===== src/rtl/mmio_bus_arbiter_if.sv =====
// Signal bundle shared by the two MMIO masters, the arbiter and the slave data bus.
// The arbiter uses the slave modport; the master modport is the environment's view.
interface mmio_bus_arbiter_if;
  logic        m0_req;
  logic [31:0] m0_addr;
  logic [31:0] m0_wdata;
  logic        m0_we;
  logic [3:0]  m0_mask;
  logic        m0_ready;
  logic [31:0] m0_rdata;

  logic        m1_req;
  logic [31:0] m1_addr;
  logic [31:0] m1_wdata;
  logic        m1_we;
  logic [3:0]  m1_mask;
  logic        m1_ready;
  logic [31:0] m1_rdata;

  logic [31:0] memAddress;
  logic [31:0] memWriteData;
  logic        memWrite;
  logic [3:0]  byteMask;
  logic [31:0] memReadData;
  logic        busy;

  modport slave (
    input  m0_req, m0_addr, m0_wdata, m0_we, m0_mask,
    input  m1_req, m1_addr, m1_wdata, m1_we, m1_mask,
    input  memReadData,
    output m0_ready, m0_rdata, m1_ready, m1_rdata,
    output memAddress, memWriteData, memWrite, byteMask, busy
  );

  modport master (
    output m0_req, m0_addr, m0_wdata, m0_we, m0_mask,
    output m1_req, m1_addr, m1_wdata, m1_we, m1_mask,
    output memReadData,
    input  m0_ready, m0_rdata, m1_ready, m1_rdata,
    input  memAddress, memWriteData, memWrite, byteMask, busy
  );
endinterface


===== src/rtl/mmio_bus_arbiter.sv =====
// Round-robin arbiter sharing one MMIO data bus between two masters, sequencing
// each transaction through a fixed slave read latency and a one-cycle ready pulse.
module mmio_bus_arbiter #(
  parameter int unsigned READ_LATENCY = 1
) (
  input  logic clk,
  input  logic reset_n,
  mmio_bus_arbiter_if.slave bus
);

  typedef enum logic [1:0] {
    IDLE,
    ADDR,
    WAIT,
    RESP
  } state_t;

  localparam logic [2:0] WAIT_INIT = 3'(READ_LATENCY - 1);

  state_t      state;
  state_t      state_next;
  logic [2:0]  wait_cnt;
  logic        last_grant;
  logic        sel;
  logic        grant_valid;
  logic        grant_sel;

  // On a tie the master that was not served last wins; last_grant resets to 1 so m0 wins first.
  assign grant_valid = bus.m0_req | bus.m1_req;
  assign grant_sel   = bus.m1_req & (~bus.m0_req | ~last_grant);

  assign bus.busy = (state != IDLE);

  always_ff @(posedge clk or negedge reset_n) begin
    if (!reset_n) begin
      state <= IDLE;
    end else begin
      state <= state_next;
    end
  end

  always_comb begin
    state_next = state;
    case (state)
      IDLE:    if (grant_valid) state_next = ADDR;
      ADDR:    state_next = WAIT;
      WAIT:    if (wait_cnt == 3'd0) state_next = RESP;
      RESP:    state_next = IDLE;
      default: state_next = IDLE;
    endcase
  end

  // Master inputs are only looked at in IDLE; everything after is driven from the latched copy.
  always_ff @(posedge clk or negedge reset_n) begin
    if (!reset_n) begin
      bus.memAddress   <= 32'd0;
      bus.memWriteData <= 32'd0;
      bus.memWrite     <= 1'b0;
      bus.byteMask     <= 4'd0;
      bus.m0_ready     <= 1'b0;
      bus.m1_ready     <= 1'b0;
      bus.m0_rdata     <= 32'd0;
      bus.m1_rdata     <= 32'd0;
      last_grant       <= 1'b1;
      sel              <= 1'b0;
      wait_cnt         <= 3'd0;
    end else begin
      bus.m0_ready <= 1'b0;
      bus.m1_ready <= 1'b0;
      case (state)
        IDLE: begin
          if (grant_valid) begin
            sel              <= grant_sel;
            last_grant       <= grant_sel;
            bus.memAddress   <= grant_sel ? bus.m1_addr  : bus.m0_addr;
            bus.memWriteData <= grant_sel ? bus.m1_wdata : bus.m0_wdata;
            bus.memWrite     <= grant_sel ? bus.m1_we    : bus.m0_we;
            bus.byteMask     <= grant_sel ? bus.m1_mask  : bus.m0_mask;
          end
        end
        ADDR: begin
          bus.memWrite <= 1'b0;
          wait_cnt     <= WAIT_INIT;
        end
        WAIT: begin
          // Final wait edge: slave data is valid now, so capture it and raise ready for RESP.
          if (wait_cnt == 3'd0) begin
            bus.byteMask <= 4'd0;
            if (sel) begin
              bus.m1_rdata <= bus.memReadData;
              bus.m1_ready <= 1'b1;
            end else begin
              bus.m0_rdata <= bus.memReadData;
              bus.m0_ready <= 1'b1;
            end
          end else begin
            wait_cnt <= wait_cnt - 3'd1;
          end
        end
        RESP: begin
        end
        default: begin
        end
      endcase
    end
  end

endmodule


===== src/flat_wrapper.sv =====
// flat-port wrapper written by rule: the top's interface ports become plain ports
module mmio_bus_arbiter_flat 
#(
  parameter int unsigned READ_LATENCY = 1
)
  (clk, reset_n, bus_m0_req, bus_m0_addr, bus_m0_wdata, bus_m0_we, bus_m0_mask, bus_m1_req, bus_m1_addr, bus_m1_wdata, bus_m1_we, bus_m1_mask, bus_memReadData, bus_m0_ready, bus_m0_rdata, bus_m1_ready, bus_m1_rdata, bus_memAddress, bus_memWriteData, bus_memWrite, bus_byteMask, bus_busy);
  mmio_bus_arbiter_if bus_i ();
  input  logic clk;
  input  logic reset_n;
  input wire logic [$bits(bus_i.m0_req)-1:0] bus_m0_req;
  input wire logic [$bits(bus_i.m0_addr)-1:0] bus_m0_addr;
  input wire logic [$bits(bus_i.m0_wdata)-1:0] bus_m0_wdata;
  input wire logic [$bits(bus_i.m0_we)-1:0] bus_m0_we;
  input wire logic [$bits(bus_i.m0_mask)-1:0] bus_m0_mask;
  input wire logic [$bits(bus_i.m1_req)-1:0] bus_m1_req;
  input wire logic [$bits(bus_i.m1_addr)-1:0] bus_m1_addr;
  input wire logic [$bits(bus_i.m1_wdata)-1:0] bus_m1_wdata;
  input wire logic [$bits(bus_i.m1_we)-1:0] bus_m1_we;
  input wire logic [$bits(bus_i.m1_mask)-1:0] bus_m1_mask;
  input wire logic [$bits(bus_i.memReadData)-1:0] bus_memReadData;
  output wire logic [$bits(bus_i.m0_ready)-1:0] bus_m0_ready;
  output wire logic [$bits(bus_i.m0_rdata)-1:0] bus_m0_rdata;
  output wire logic [$bits(bus_i.m1_ready)-1:0] bus_m1_ready;
  output wire logic [$bits(bus_i.m1_rdata)-1:0] bus_m1_rdata;
  output wire logic [$bits(bus_i.memAddress)-1:0] bus_memAddress;
  output wire logic [$bits(bus_i.memWriteData)-1:0] bus_memWriteData;
  output wire logic [$bits(bus_i.memWrite)-1:0] bus_memWrite;
  output wire logic [$bits(bus_i.byteMask)-1:0] bus_byteMask;
  output wire logic [$bits(bus_i.busy)-1:0] bus_busy;
  assign bus_i.m0_req = bus_m0_req;
  assign bus_i.m0_addr = bus_m0_addr;
  assign bus_i.m0_wdata = bus_m0_wdata;
  assign bus_i.m0_we = bus_m0_we;
  assign bus_i.m0_mask = bus_m0_mask;
  assign bus_i.m1_req = bus_m1_req;
  assign bus_i.m1_addr = bus_m1_addr;
  assign bus_i.m1_wdata = bus_m1_wdata;
  assign bus_i.m1_we = bus_m1_we;
  assign bus_i.m1_mask = bus_m1_mask;
  assign bus_i.memReadData = bus_memReadData;
  assign bus_m0_ready = bus_i.m0_ready;
  assign bus_m0_rdata = bus_i.m0_rdata;
  assign bus_m1_ready = bus_i.m1_ready;
  assign bus_m1_rdata = bus_i.m1_rdata;
  assign bus_memAddress = bus_i.memAddress;
  assign bus_memWriteData = bus_i.memWriteData;
  assign bus_memWrite = bus_i.memWrite;
  assign bus_byteMask = bus_i.byteMask;
  assign bus_busy = bus_i.busy;
  mmio_bus_arbiter #(.READ_LATENCY(READ_LATENCY)) u_core (.clk(clk), .reset_n(reset_n), .bus(bus_i));
endmodule

===== config.mk =====
export PLATFORM = sky130hd
export DESIGN_NAME = mmio_bus_arbiter_flat
export DESIGN_NICKNAME = d
export VERILOG_FILES = /design/src/rtl/mmio_bus_arbiter_if.sv /design/src/rtl/mmio_bus_arbiter.sv /design/src/flat_wrapper.sv
export SDC_FILE = /design/constraint.sdc
export NUM_CORES = 1
export LEC_CHECK = 0
export BUFFER_PORTS_ARGS = -buffer_cell sky130_fd_sc_hd__buf_2
export CORE_MARGIN = 10
export CORE_UTILIZATION = 41
export CTS_CLUSTER_DIAMETER = 40
export CTS_CLUSTER_SIZE = 25
export DETAILED_ROUTE_END_ITERATION = 8
export PLACE_DENSITY_LB_ADDON = 0.25
export SYNTH_ARGS = -nofsm -noshare
export SYNTH_HDL_FRONTEND = slang
export SYNTH_SLANG_ARGS = --single-unit

===== constraint.sdc =====
create_clock -name clk -period 1.7 [get_ports clk]
set_input_delay 0.255 -clock clk [delete_from_list [all_inputs] [get_ports clk]]
set_output_delay 0.255 -clock clk [all_outputs]
set_load 0.02 [all_outputs]

## Yosys cells after proc, flatten, opt, wreduce, memory -nomap -nowiden

Cells that the tools add are included.

- Add/subtract/negate cells: 1
- Equality and inequality tests: 6
- Muxes and demuxes: 20
- Bitwise logic cells: 6
- Reduce and logical (&&, ||, !) cells: 13

Operators with widths:

| cell | count |
|---|---|
| $mux 32 | 2 |
| $mux 4 | 3 |
| $reduce_and 3->1 | 3 |
| $mux 1 | 8 |
| $pmux 2 s4 | 1 |
| $pmux 4 s2 | 1 |
| $reduce_and 2->1 | 4 |
| $reduce_bool 2->1 | 4 |
| $pmux 3 s2 | 1 |
| $eq 2x2->1 const B | 2 |
| $mux 2 | 2 |
| $ne 2x1->1 const B | 2 |
| $logic_not 3->1 | 1 |
| $mux 3 | 1 |
| $not 1->1 | 3 |
| $sub 3x1->3 const B | 1 |
| $eq 2x1->1 const B | 1 |
| $logic_not 2->1 | 1 |
| $ne 2x2->1 const B | 1 |
| $or 1x1->1 | 2 |
| $pmux 1 s2 | 1 |
| $and 1x1->1 | 1 |

- Register bits: 142
- Input port bits: 174
- Output and inout bits: 136
- Logic and storage cells: 58

## Longest topological paths before layout

Gate-level depths: netlist of the first run.

- Depth in word-level cells: 6
- Gate-level depth with buffers: 7
- Depth with buffers taken out: 5

## Least setup slack after synthesis of the first run

Ideal clock, no wire load.

- Path type: register to register
- Start point: register u_core.state[0]
- End point: register u_core.bus.m0_rdata[10]
- Setup time: 0.125 ns
- Arrival: 1.563 ns
- Required time: 1.575 ns
- Setup slack: 0.012 ns
- Cell stages (with the launch flop): 7
- Path buffers: 1
- Period minus slack after synthesis: 1.688 ns
- Cells stage by stage: dfrtp_1 > inv_1 > ha_1 > nand3b_1 > nor2_2 > buf_4 > mux2_2

- Cells in the longest elaborated chain, start to end: 2

RTL lines:

| item | RTL line | text |
|---|---|---|
| start, declared | mmio_bus_arbiter.sv:20 | `state_t state;` |
| start signal, assigned | mmio_bus_arbiter.sv:38 | `state <= state_next;` |
| $eq 2x2->1 | mmio_bus_arbiter.sv:70 | `case (state)` |
| $reduce_and 3->1 (no line) | - |  |
| end signal, assigned | mmio_bus_arbiter.sv:93 | `bus.m0_rdata <= bus.memReadData;` |
| end, declared | mmio_bus_arbiter_if.sv:31 | `output m0_ready, m0_rdata, m1_ready, m1_rdata,` |

Every way passes these cells.
A chain may end at the register's enable or synchronous reset.

## Worst setup path in the final report of the first run

- Start point: register u_core.wait_cnt[1]
- End point: register u_core.bus.m0_rdata[30]

- Cells in the longest elaborated chain, start to end: 2

RTL lines:

| item | RTL line | text |
|---|---|---|
| start, declared | mmio_bus_arbiter.sv:22 | `logic [2:0] wait_cnt;` |
| start signal, assigned | mmio_bus_arbiter.sv:97 | `wait_cnt <= wait_cnt - 3'd1;` |
| $logic_not 3->1 | mmio_bus_arbiter.sv:87 | `if (wait_cnt == 3'd0) begin` |
| $reduce_and 3->1 (no line) | - |  |

Every way passes these cells.

==> flow_summary.yaml, run 1 <==
routing:
  drcViolationCount: 0
  num_vias: 4850
  wl_per_cell_um: 18.2
  finalWirelength_um: 18300
  drt-pass1-iter-count: 4
  vias_per_cell: 4.82
  drtIter0Drc: 124
  ant_nets: 0
min_path:
  hp-class: "in -> reg"
worst_setup_path:
  r2r_end: "u_core.bus.m0_rdata[30]"
  r2r-start: "u_core.wait_cnt[1]"
  crit_chain: "inv_1 > ha_4 > nand3b_1 > nor2_4 > buf_12 > mux2_2"
  crit_start: "u_core.wait_cnt[1]"
  crit_slowest_cell: "dfrtp_1"
  r2r_setup_slack_ns: 0.01
  cp.required_ns: 1.99
  cp-start-kind: "flip-flop"
  path_max_fanout: 16
  critical_path.endpoint: "u_core.bus.m0_rdata[30]"
  critical_path_class: "reg -> reg"
  reg2regPathDepth: 6
  crit_path_max_incr_delay_ns: 0.36
  arrival_ns: 1.98
  cp-end-kind: "flip-flop"
clock_tree:
  cts_tree: "built"
  root_buffer: "clkbuf_16"
  clkLatencyLatePin_ns: 0.41
  htree_num_levels: 4
  clk_path_buf_depth: 2
  cts_inserted_buffers: 17
  clkSlewWorstSetupHoldPaths_ns: 0.06
  cts_num_sinks: 142
cells_and_area:
  final_cell_mix: "buf_2 (307), dfrtp_1 (141), mux2i_1 (70), nand2_1 (69), o21ai_0 (60)"
  final_common_cell: "buf_2"
  stdcell_area_um2: 8690
  layout-drive-gt1-share: 0.535
  fin_util: 0.598
  areaGrowthSynthToFinish_pct: 43.2
  final_nets: 990
yosys:
  yosysWarnings: 0
  synth.avg_cell_area_um2: 12.5
  netlist_area_um2: 6070
  synth.area.mux_share: 0.238
  syn-num-nets: 668
  synth_compound_area_frac: 0.0746
  yosys-top-cells-area: "dfrtp_1 (58%), mux2_2 (12%), mux2i_1 (12%)"
  ys_seq_area_frac: 0.586
  synth_adder_area_share: 0.0144
  synth_top_family_by_area: "multiplexers"
  synth_cell_types: 34
  ys_ff_latch: 142
  synth-simple-area-share: 0.0544
  synth_top_area_share: 0.581
  synthCells: 487
  yosysTopAreaCell: "dfrtp_1"
  post_synth_xor_area_fraction: 0
die:
  initial_core_util: 0.418
  dieArea_um2: 20100
  floorplan.core_area_um2: 14500
  die_h_um: 142
  fp-row-count: 44
  io_pins: 310
  fp.dieW_um: 142
sta:
  timing.fmax_ghz: 0.592
  maxSlewViolCount: 0
  grt_setup_unrepaired: "true"
  finalCritPeriodShare: 0.993
  max_slew.worst_pin.slew_ns: 0.450
  setup_viol: 0
  fin_crit_ns: 1.69
  slew_headroom: 0.699
  hold_violations: 0
  hold_slack_ns: 0.0840
  fin_skew_ns: 0.00600
  tns_ns: 0
pwr:
  p_per_area_nw_per_um2: 2040
  vdd_drop_max_uv: 975
  p_leak_nw: 4.45
global_routing:
  grtUsageTotal: 0.172
  grt_pass1_vias: 5298
  grt_max_degree: 61
  grt_pass1_wl_um: 27700
  grt-ovfl-total: 0
  antenna_found_initial: 1
place:
  place_area_um2: 7940
  gp_congestion: 0.788
  dp_hpwl_um: 14300
  io_buffers: 309
outcome:
  run_status: "finished clean"
job:
  drv_cap: 0
## metrics by stage
step	total power, mW	instances	setup WS [ns]
floorplan	10.8	487	0.0122
global placement	13.7	968	0.0657
CTS	17.6	1002	0.000806
global route	18.9	1007	-0.0506
detailed placement	14.0	968	-0.0618
finish	17.7	1007	0.0122
## what timing repair did
action                                  in CTS  in global routing
hold buffers                                 1                  0
cloned                                       0                  3
hold endpoints to repair                    35                  0
endpoints found under the setup margin      15                 71
pin swaps                                    0                  1
setup buffers                                1                  1
resized for setup                            4                 23
## layout make-up
| type | count | area (um2) |
|---|---|---|
| fill | 1219 | 5840 |
| sequential | 142 | 3550 |
| multi-input combinational | 307 | 2430 |
| timing repair buffer | 332 | 1880 |
| clock buffer | 19 | 443 |
| tap | 184 | 230 |
| clock inverter | 13 | 116 |
| inverter | 9 | 36.3 |
| antenna | 1 | 2.50 |
## worst min-delay path by stage
stage	from	to	slack, ns	depth (start not counted)
floorplan	reset_n	u_core.bus.byteMask[0]	-0.04	0
global placement	reset_n	u_core.bus.m0_rdata[16]	0.19	1
detailed placement	reset_n	u_core.bus.m0_rdata[11]	0.19	1
CTS	bus_memReadData[2]	u_core.bus.m0_rdata[2]	0.07	2
global route	bus_memReadData[2]	u_core.bus.m0_rdata[2]	0.07	2
finish	bus_memReadData[2]	u_core.bus.m0_rdata[2]	0.08	2
## layer usage
metal  vias up  wire length, um  GRT usage  share of wire
li1       2344                -          -              -
met1      2284             7530      0.200           0.41
met2       213             9030      0.280           0.49
met3         9             1650     0.0794          0.090
met4         0              139     0.0436         0.0076
met5         -                0          0              0
## critical path, delay by kind of cell (launching register included)
kind	cells	cell delay (ns)
and+or+nand+nor	2	0.35
muxes	1	0.35
buffers and inverters	2	0.33
adders and majority gates	1	0.17
DFF	1	0.36
## registers in the layout (all words and copies together) (netlist names), 2 cells and up
signal	count
u_core.wait_cnt	3
u_core.bus.byteMask	4
u_core.bus.m0_rdata	32
u_core.bus.memWriteData	32
u_core.state	2
u_core.bus.m1_rdata	32
u_core.bus.memAddress	32
## cells by family (layout without fill, tap and decap cells)
kind of cell / count (synthesis) / in the layout
muxes: 136 / 136
DFF: 142 / 142
other: 0 / 1
adders and majority gates: 7 / 7
AOI/OAI and AO/OA: 83 / 83
and+or+nand+nor: 81 / 81
buffers and inverters: 38 / 373
## cell usage after synthesis
cell type and n:
ha_1 7, nor2_1 2, a211o_1 1, buf_8 1, mux2_2 63, a21boi_1 1, inv_1 9, o22ai_1 4
buf_6 1, nor3b_1 1, a2111o_1 1, buf_4 9, nand3b_1 1, a22o_1 1, o32a_1 1, o211ai_1 1
a21oi_1 3, a2bb2oi_1 1, o311ai_0 1, dfstp_2 1, nand3_1 1, mux2i_1 70, nor2b_1 1, dfrtp_1 141
nand2_1 69, clkbuf_1 14, nor2_2 1, o21ai_0 60, nand2b_1 4, o21ai_1 7, buf_2 4, mux2_1 3
and3_1 1, a31oi_1 1
## power breakdown
group	internal, mW	leakage [nW]	switching (mW)
clock	2.05	0.270	1.41
combinational	3.37	2.46	4.87
sequential	5.08	1.72	0.905
total	10.5	4.45	7.18
Note: power is estimated with default switching activity, not from simulation.
==> run 2: changes to the inputs <==
--- a/config.mk
+++ b/config.mk
@@ -8,6 +8,7 @@
 export BUFFER_PORTS_ARGS = -buffer_cell sky130_fd_sc_hd__buf_2
 export CORE_MARGIN = 10
 export CORE_UTILIZATION = 41
+export CTS_BUF_LIST = sky130_fd_sc_hd__clkbuf_8 sky130_fd_sc_hd__clkbuf_16
 export CTS_CLUSTER_DIAMETER = 40
 export CTS_CLUSTER_SIZE = 25
 export DETAILED_ROUTE_END_ITERATION = 8
==> run 2 against run 1 <==
  * Via count about the same
  * Clock-buffer cell count decreased by 1
  * Cell area unchanged
  * Final cell count unchanged
  * Sequential power about the same
  * Largest cell class unchanged
==> flow_summary.yaml, run 2 (synthesis results as in run 1) <==
cells_and_area:
  layout-drive-gt1-share: 0.535
  fin_util: 0.598
  areaGrowthSynthToFinish_pct: 43.2
  multiInputGateArea_um2: 2430
  stdcell_area_um2: 8690
  final_cell_mix: "buf_2 (307), dfrtp_1 (141), mux2i_1 (70), nand2_1 (69), o21ai_0 (60)"
  final_common_cell: "buf_2"
  seq_area_um2: 3550
  nFillCells: 1219
  final_nets: 990
routing:
  drcViolationCount: 0
  num_vias: 4849
  drt-pass1-iter-count: 4
  finalWirelength_um: 18300
  wl_per_cell_um: 18.2
  ant_nets: 0
  vias_per_cell: 4.82
  drtIter0Drc: 128
clock_tree:
  root_buffer: "clkbuf_16"
  cts_num_sinks: 142
  clkLatencyLatePin_ns: 0.41
  clkSlewWorstSetupHoldPaths_ns: 0.06
  htree_num_levels: 4
  clk_path_buf_depth: 2
  cts_tree: "built"
  cts_inserted_buffers: 17
worst_setup_path:
  critical_path_class: "reg -> reg"
  crit_slowest_cell: "dfrtp_1"
  crit_chain: "inv_1 > ha_4 > nand3b_1 > nor2_4 > buf_12 > mux2_2"
  cp-start-kind: "flip-flop"
  crit_start: "u_core.wait_cnt[1]"
  path_buf_inv: 2
  cp_top_family: "flip-flops"
  r2r_setup_slack_ns: 0.01
  path_max_fanout: 16
  arrival_ns: 1.98
  crit_path_max_incr_delay_ns: 0.36
  cp-end-kind: "flip-flop"
  r2r-start: "u_core.wait_cnt[1]"
  cp.required_ns: 1.99
global_routing:
  antenna_found_initial: 1
  grt_pass1_vias: 5298
  grt_max_degree: 61
  grtUsageTotal: 0.172
  use_met3: 0.0794
  grt-ovfl-total: 0
  grt_pass1_wl_um: 27700
  use_met2: 0.280
  busiest_layer: "met2"
  gr-usage-met1: 0.200
min_path:
  hp-class: "in -> reg"
  min_from: "bus_memReadData[2]"
pwr:
  pwr-share-seq: 0.339
  combinationalPowerShare: 0.466
  p_total_mw: 17.7
  p_int_mw: 10.5
  clock_power_share: 0.196
  swShare: 0.406
  p_per_area_nw_per_um2: 2040
  p_switching_mw: 7.18
  p_leak_nw: 4.46
  vdd_drop_max_uv: 975
sta:
  fin_skew_ns: 0.00600
  finalCritPeriodShare: 0.993
  hold_violations: 0
  maxSlewViolCount: 0
  max_slew.worst_pin.slew_ns: 0.450
  grt_setup_unrepaired: "true"
  timing.fmax_ghz: 0.592
  slew_headroom: 0.699
  setup_viol: 0
  fin_crit_ns: 1.69
job:
  drv_cap: 0
die:
  die_h_um: 142
  floorplan.core_area_um2: 14500
  dieArea_um2: 20100
  fp-row-count: 44
  io_pins: 310
  fp.dieW_um: 142
  initial_core_util: 0.418
outcome:
  run_status: "finished clean"
place:
  io_buffers: 309
  place_area_um2: 7940
  gp_congestion: 0.788
  dp_hpwl_um: 14300
[run 2: cell count changes in the layout (fill, tap and decap cells not counted)]
cell / before / now
clkbuf_1: 1 / 0
inv_1: 5 / 6
[run 2: worst paths after layout]
path                                               end  cells after the start
setup reg to reg               u_core.bus.m0_rdata[30]                      6
setup / recovery               u_core.bus.m0_rdata[30]                      6
hold / removal                  u_core.bus.m0_rdata[2]                      2
hold reg to reg            u_core.bus.memWriteData[21]                      2
max in group asynchronous  u_core.bus.memWriteData[11]                      3
min in group asynchronous      u_core.bus.m1_rdata[16]                      2
[run 2: repair_timing]
| action | CTS | global route |
|---|---|---|
| endpoints found under the setup margin | 15 | 71 |
| setup buffers | 1 | 1 |
| hold endpoints to repair | 35 | 0 |
| gates cloned | 0 | 3 |
| pin swaps | 0 | 1 |
| hold buffers | 1 | 0 |
| gates resized for setup | 4 | 23 |
[run 2: metrics by stage]
step / setup slack [ns] / hold WS, ns / setup TNS, ns / std cells
6_report: 0.0119 / 0.0837 / 0 / 1007
3_3_place_gp: 0.0657 / 0.186 / 0 / 968
2_1_floorplan: 0.0122 / -0.0406 / 0 / 487
4_1_cts: 0.000806 / 0.0666 / 0 / 1002
3_5_place_dp: -0.0618 / 0.187 / -0.0866 / 968
5_1_grt: -0.0506 / 0.0651 / -0.874 / 1007
[run 2: layout make-up]
class / count / area share
Inverter: 9 / 0.00418
Antenna cell: 1 / 0.000288
Sequential cell: 142 / 0.409
Clock inverter: 14 / 0.0138
Clock buffer: 18 / 0.0505
Multi-Input combinational cell: 307 / 0.280
Timing Repair Buffer: 332 / 0.216
Tap cell: 184 / 0.0265
[run 2: per-layer routing]
| metal | wire length [um] | share of wire |
|---|---|---|
| met4 | 139 | 0.0076 |
| met3 | 1650 | 0.090 |
| met2 | 9040 | 0.49 |
| met5 | 0 | 0 |
| met1 | 7520 | 0.41 |
[run 2: power by group through the flow]
stage               Combinational (mW)  Clock [mW]  Sequential [mW]
finish                            8.24        3.46             5.99
global route                      8.97        3.72             6.19
CTS                               8.04        3.54             5.97
detailed placement                8.00           0             6.00
global placement                  7.74           0             5.95
floorplan                         2.95           0             7.89
==> run 3: changes to the inputs <==
--- a/config.mk
+++ b/config.mk
@@ -6,13 +6,14 @@
 export NUM_CORES = 1
 export LEC_CHECK = 0
 export BUFFER_PORTS_ARGS = -buffer_cell sky130_fd_sc_hd__buf_2
-export CORE_MARGIN = 10
+export CORE_MARGIN = 3
 export CORE_UTILIZATION = 41
 export CTS_BUF_LIST = sky130_fd_sc_hd__clkbuf_8 sky130_fd_sc_hd__clkbuf_16
 export CTS_CLUSTER_DIAMETER = 40
 export CTS_CLUSTER_SIZE = 25
 export DETAILED_ROUTE_END_ITERATION = 8
 export PLACE_DENSITY_LB_ADDON = 0.25
+export RECOVER_POWER = 100
 export SYNTH_ARGS = -nofsm -noshare
 export SYNTH_HDL_FRONTEND = slang
 export SYNTH_SLANG_ARGS = --single-unit
==> run 3 against run 2 <==
  * Register-to-register slack is essentially flat
  * Critical endpoint is now u_core.bus.m0_rdata[27]
  * Sequential share of layout area shrank 0.23 points
  * Combinational power is essentially flat
  * Largest cell class unchanged
  * Via count grew 1.6%
==> flow_summary.yaml, run 3 (synthesis results as in run 1) <==
worst_setup_path:
  cp-start-kind: "flip-flop"
  cp.required_ns: 2.00
  r2r_setup_slack_ns: 0.009
  cp-end-kind: "flip-flop"
  path_max_fanout: 16
  r2r_end: "u_core.bus.m0_rdata[27]"
  r2r-start: "u_core.state[1]"
  reg2regPathDepth: 6
  critical_path_class: "reg -> reg"
  arrival_ns: 1.99
clock_tree:
  clkLatencyLatePin_ns: 0.42
  cts_inserted_buffers: 17
  root_buffer: "clkbuf_16"
  clk_path_buf_depth: 2
  htree_num_levels: 4
  clkSlewWorstSetupHoldPaths_ns: 0.06
  cts_num_sinks: 142
  cts_tree: "built"
place:
  dpl_worst_slack_ns: -0.0176
  dp_hpwl_um: 12500
  io_buffers: 309
  dp.cells: 965
  gp_congestion: 0.785
sta:
  hold_violations: 0
  max_slew.worst_pin.slew_ns: 0.868
  fin_ws_ns: 0.00918
  grt_setup_unrepaired: "true"
  finalCritPeriodShare: 0.995
  fin_skew_ns: 0.00889
  setup_viol: 0
  fin_crit_ns: 1.69
  maxSlewViolCount: 0
  slew_headroom: 0.422
  hold_slack_ns: 0.0765
  timing.fmax_ghz: 0.591
pwr:
  pwr-share-seq: 0.332
  vdd_drop_max_uv: 961
  combinationalPowerShare: 0.451
  p_per_area_nw_per_um2: 2080
  p_leak_nw: 4.52
  p_int_mw: 11.1
  p_switching_mw: 7.15
  swShare: 0.393
  clock_power_share: 0.217
routing:
  finalWirelength_um: 17200
  num_vias: 4927
  drtIter0Drc: 181
  ant_nets: 0
  vias_per_cell: 4.91
  wl_per_cell_um: 17.1
  drcViolationCount: 0
  drt-pass1-iter-count: 4
job:
  drv_cap: 0
min_path:
  min_from: "bus_memReadData[3]"
  hp-class: "in -> reg"
  hold_path_end: "u_core.bus.m0_rdata[3]"
  whs_path_depth: 2
cells_and_area:
  final_common_cell: "buf_2"
  fin_cells: 1003
  fin_util: 0.615
  final_cell_mix: "buf_2 (308), dfrtp_1 (141), mux2i_1 (70), nand2_1 (69), o21ai_0 (60)"
  nFillCells: 1172
  areaGrowthSynthToFinish_pct: 44.0
  layout-drive-gt1-share: 0.533
  final_nets: 992
  diodes: 0
die:
  die_h_um: 128
  io_pins: 310
  fp-row-count: 43
  floorplan.core_area_um2: 14200
  fp.dieW_um: 128
  initial_core_util: 0.427
  dieArea_um2: 16300
global_routing:
  grtUsageTotal: 0.205
  grt_pass1_wl_um: 26100
  grt-ovfl-total: 0
  grt_max_degree: 80
  grt_pass1_vias: 5191
  antenna_found_initial: 0
outcome:
  run_status: "finished clean"
## run 3: changes by cell type in the layout (fill, tap and decap cells not counted), moves of 2 or more
cell        before  now
bufinv_16        1    5
mux2_2          55   46
inv_1            6    8
mux2_4           8   18
buf_12           8    6
clkinvlp_4       3    0
inv_6            2    0
## run 3: area by class of cell
type / count / area, um2 / share of cell area
flip-flops and latches: 142 / 3550 / 0.407
multi-input cells: 307 / 2450 / 0.281
repair buffers: 334 / 1840 / 0.211
clock buffers: 17 / 425 / 0.0487
well taps: 180 / 225 / 0.0258
clock inverters: 14 / 203 / 0.0232
inverters: 9 / 33.8 / 0.00387
## run 3: how the worst max path moves through the flow
stage / startpoint / endpoint / cells past startpoint
after floorplan: u_core.state[0] / u_core.bus.m0_rdata[10] / 6
after global placement: u_core.state[0] / u_core.bus.m0_rdata[28] / 6
after detailed placement: u_core.state[0] / u_core.bus.m0_rdata[24] / 6
after CTS: u_core.state[1] / bus_busy / 5
after global routing: u_core.state[0] / bus_busy / 5
final: u_core.state[1] / u_core.bus.m0_rdata[27] / 6
## run 3: power by group through the flow
stage          combinational [mW]  clock, mW  sequential, mW
3_3_place_gp                 7.58          0            5.98
3_5_place_dp                 7.84          0            6.05
5_1_grt                      8.90       4.19            6.25
6_report                     8.21       3.95            6.05
2_1_floorplan                2.95          0            7.89
4_1_cts                      7.94       4.02            6.02
## run 3: worst max-delay path: stages, from the launching register on
cell and delay [ns]:
dfrtp_1 0.39, buf_6 0.13, ha_4 0.12, nand3b_1 0.13, nor2_4 0.23, buf_12 0.21
mux2_2 0.36
## run 3: metrics by stage
step           cell area [um2]  setup TNS (ns)  power (mW)
2_1_floorplan             6070               0        10.8
3_3_place_gp              7940               0        13.6
3_5_place_dp              7940         -0.0916        13.9
4_1_cts                   8620         -0.0122        18.0
5_1_grt                   8740           -1.16        19.3
6_report                  8740               0        18.2
## run 3: what timing repair did
| item | CTS | global route |
|---|---|---|
| hold buffers | 1 | 0 |
| cloned | 0 | 2 |
| resized for setup | 6 | 27 |
| buffers inserted | 2 | 2 |
| hold endpoints to repair | 29 | 0 |
| endpoints found under the setup margin | 20 | 65 |
## run 3: layer usage
layer / vias to the layer above / wire length [um] / share of wire / GRT usage
met5: - / 0 / 0 / 0
met4: 0 / 213 / 0.012 / 0.0593
met3: 16 / 1370 / 0.080 / 0.0613
met2: 212 / 8800 / 0.51 / 0.359
met1: 2352 / 6790 / 0.40 / 0.246
li1: 2347 / - / - / -
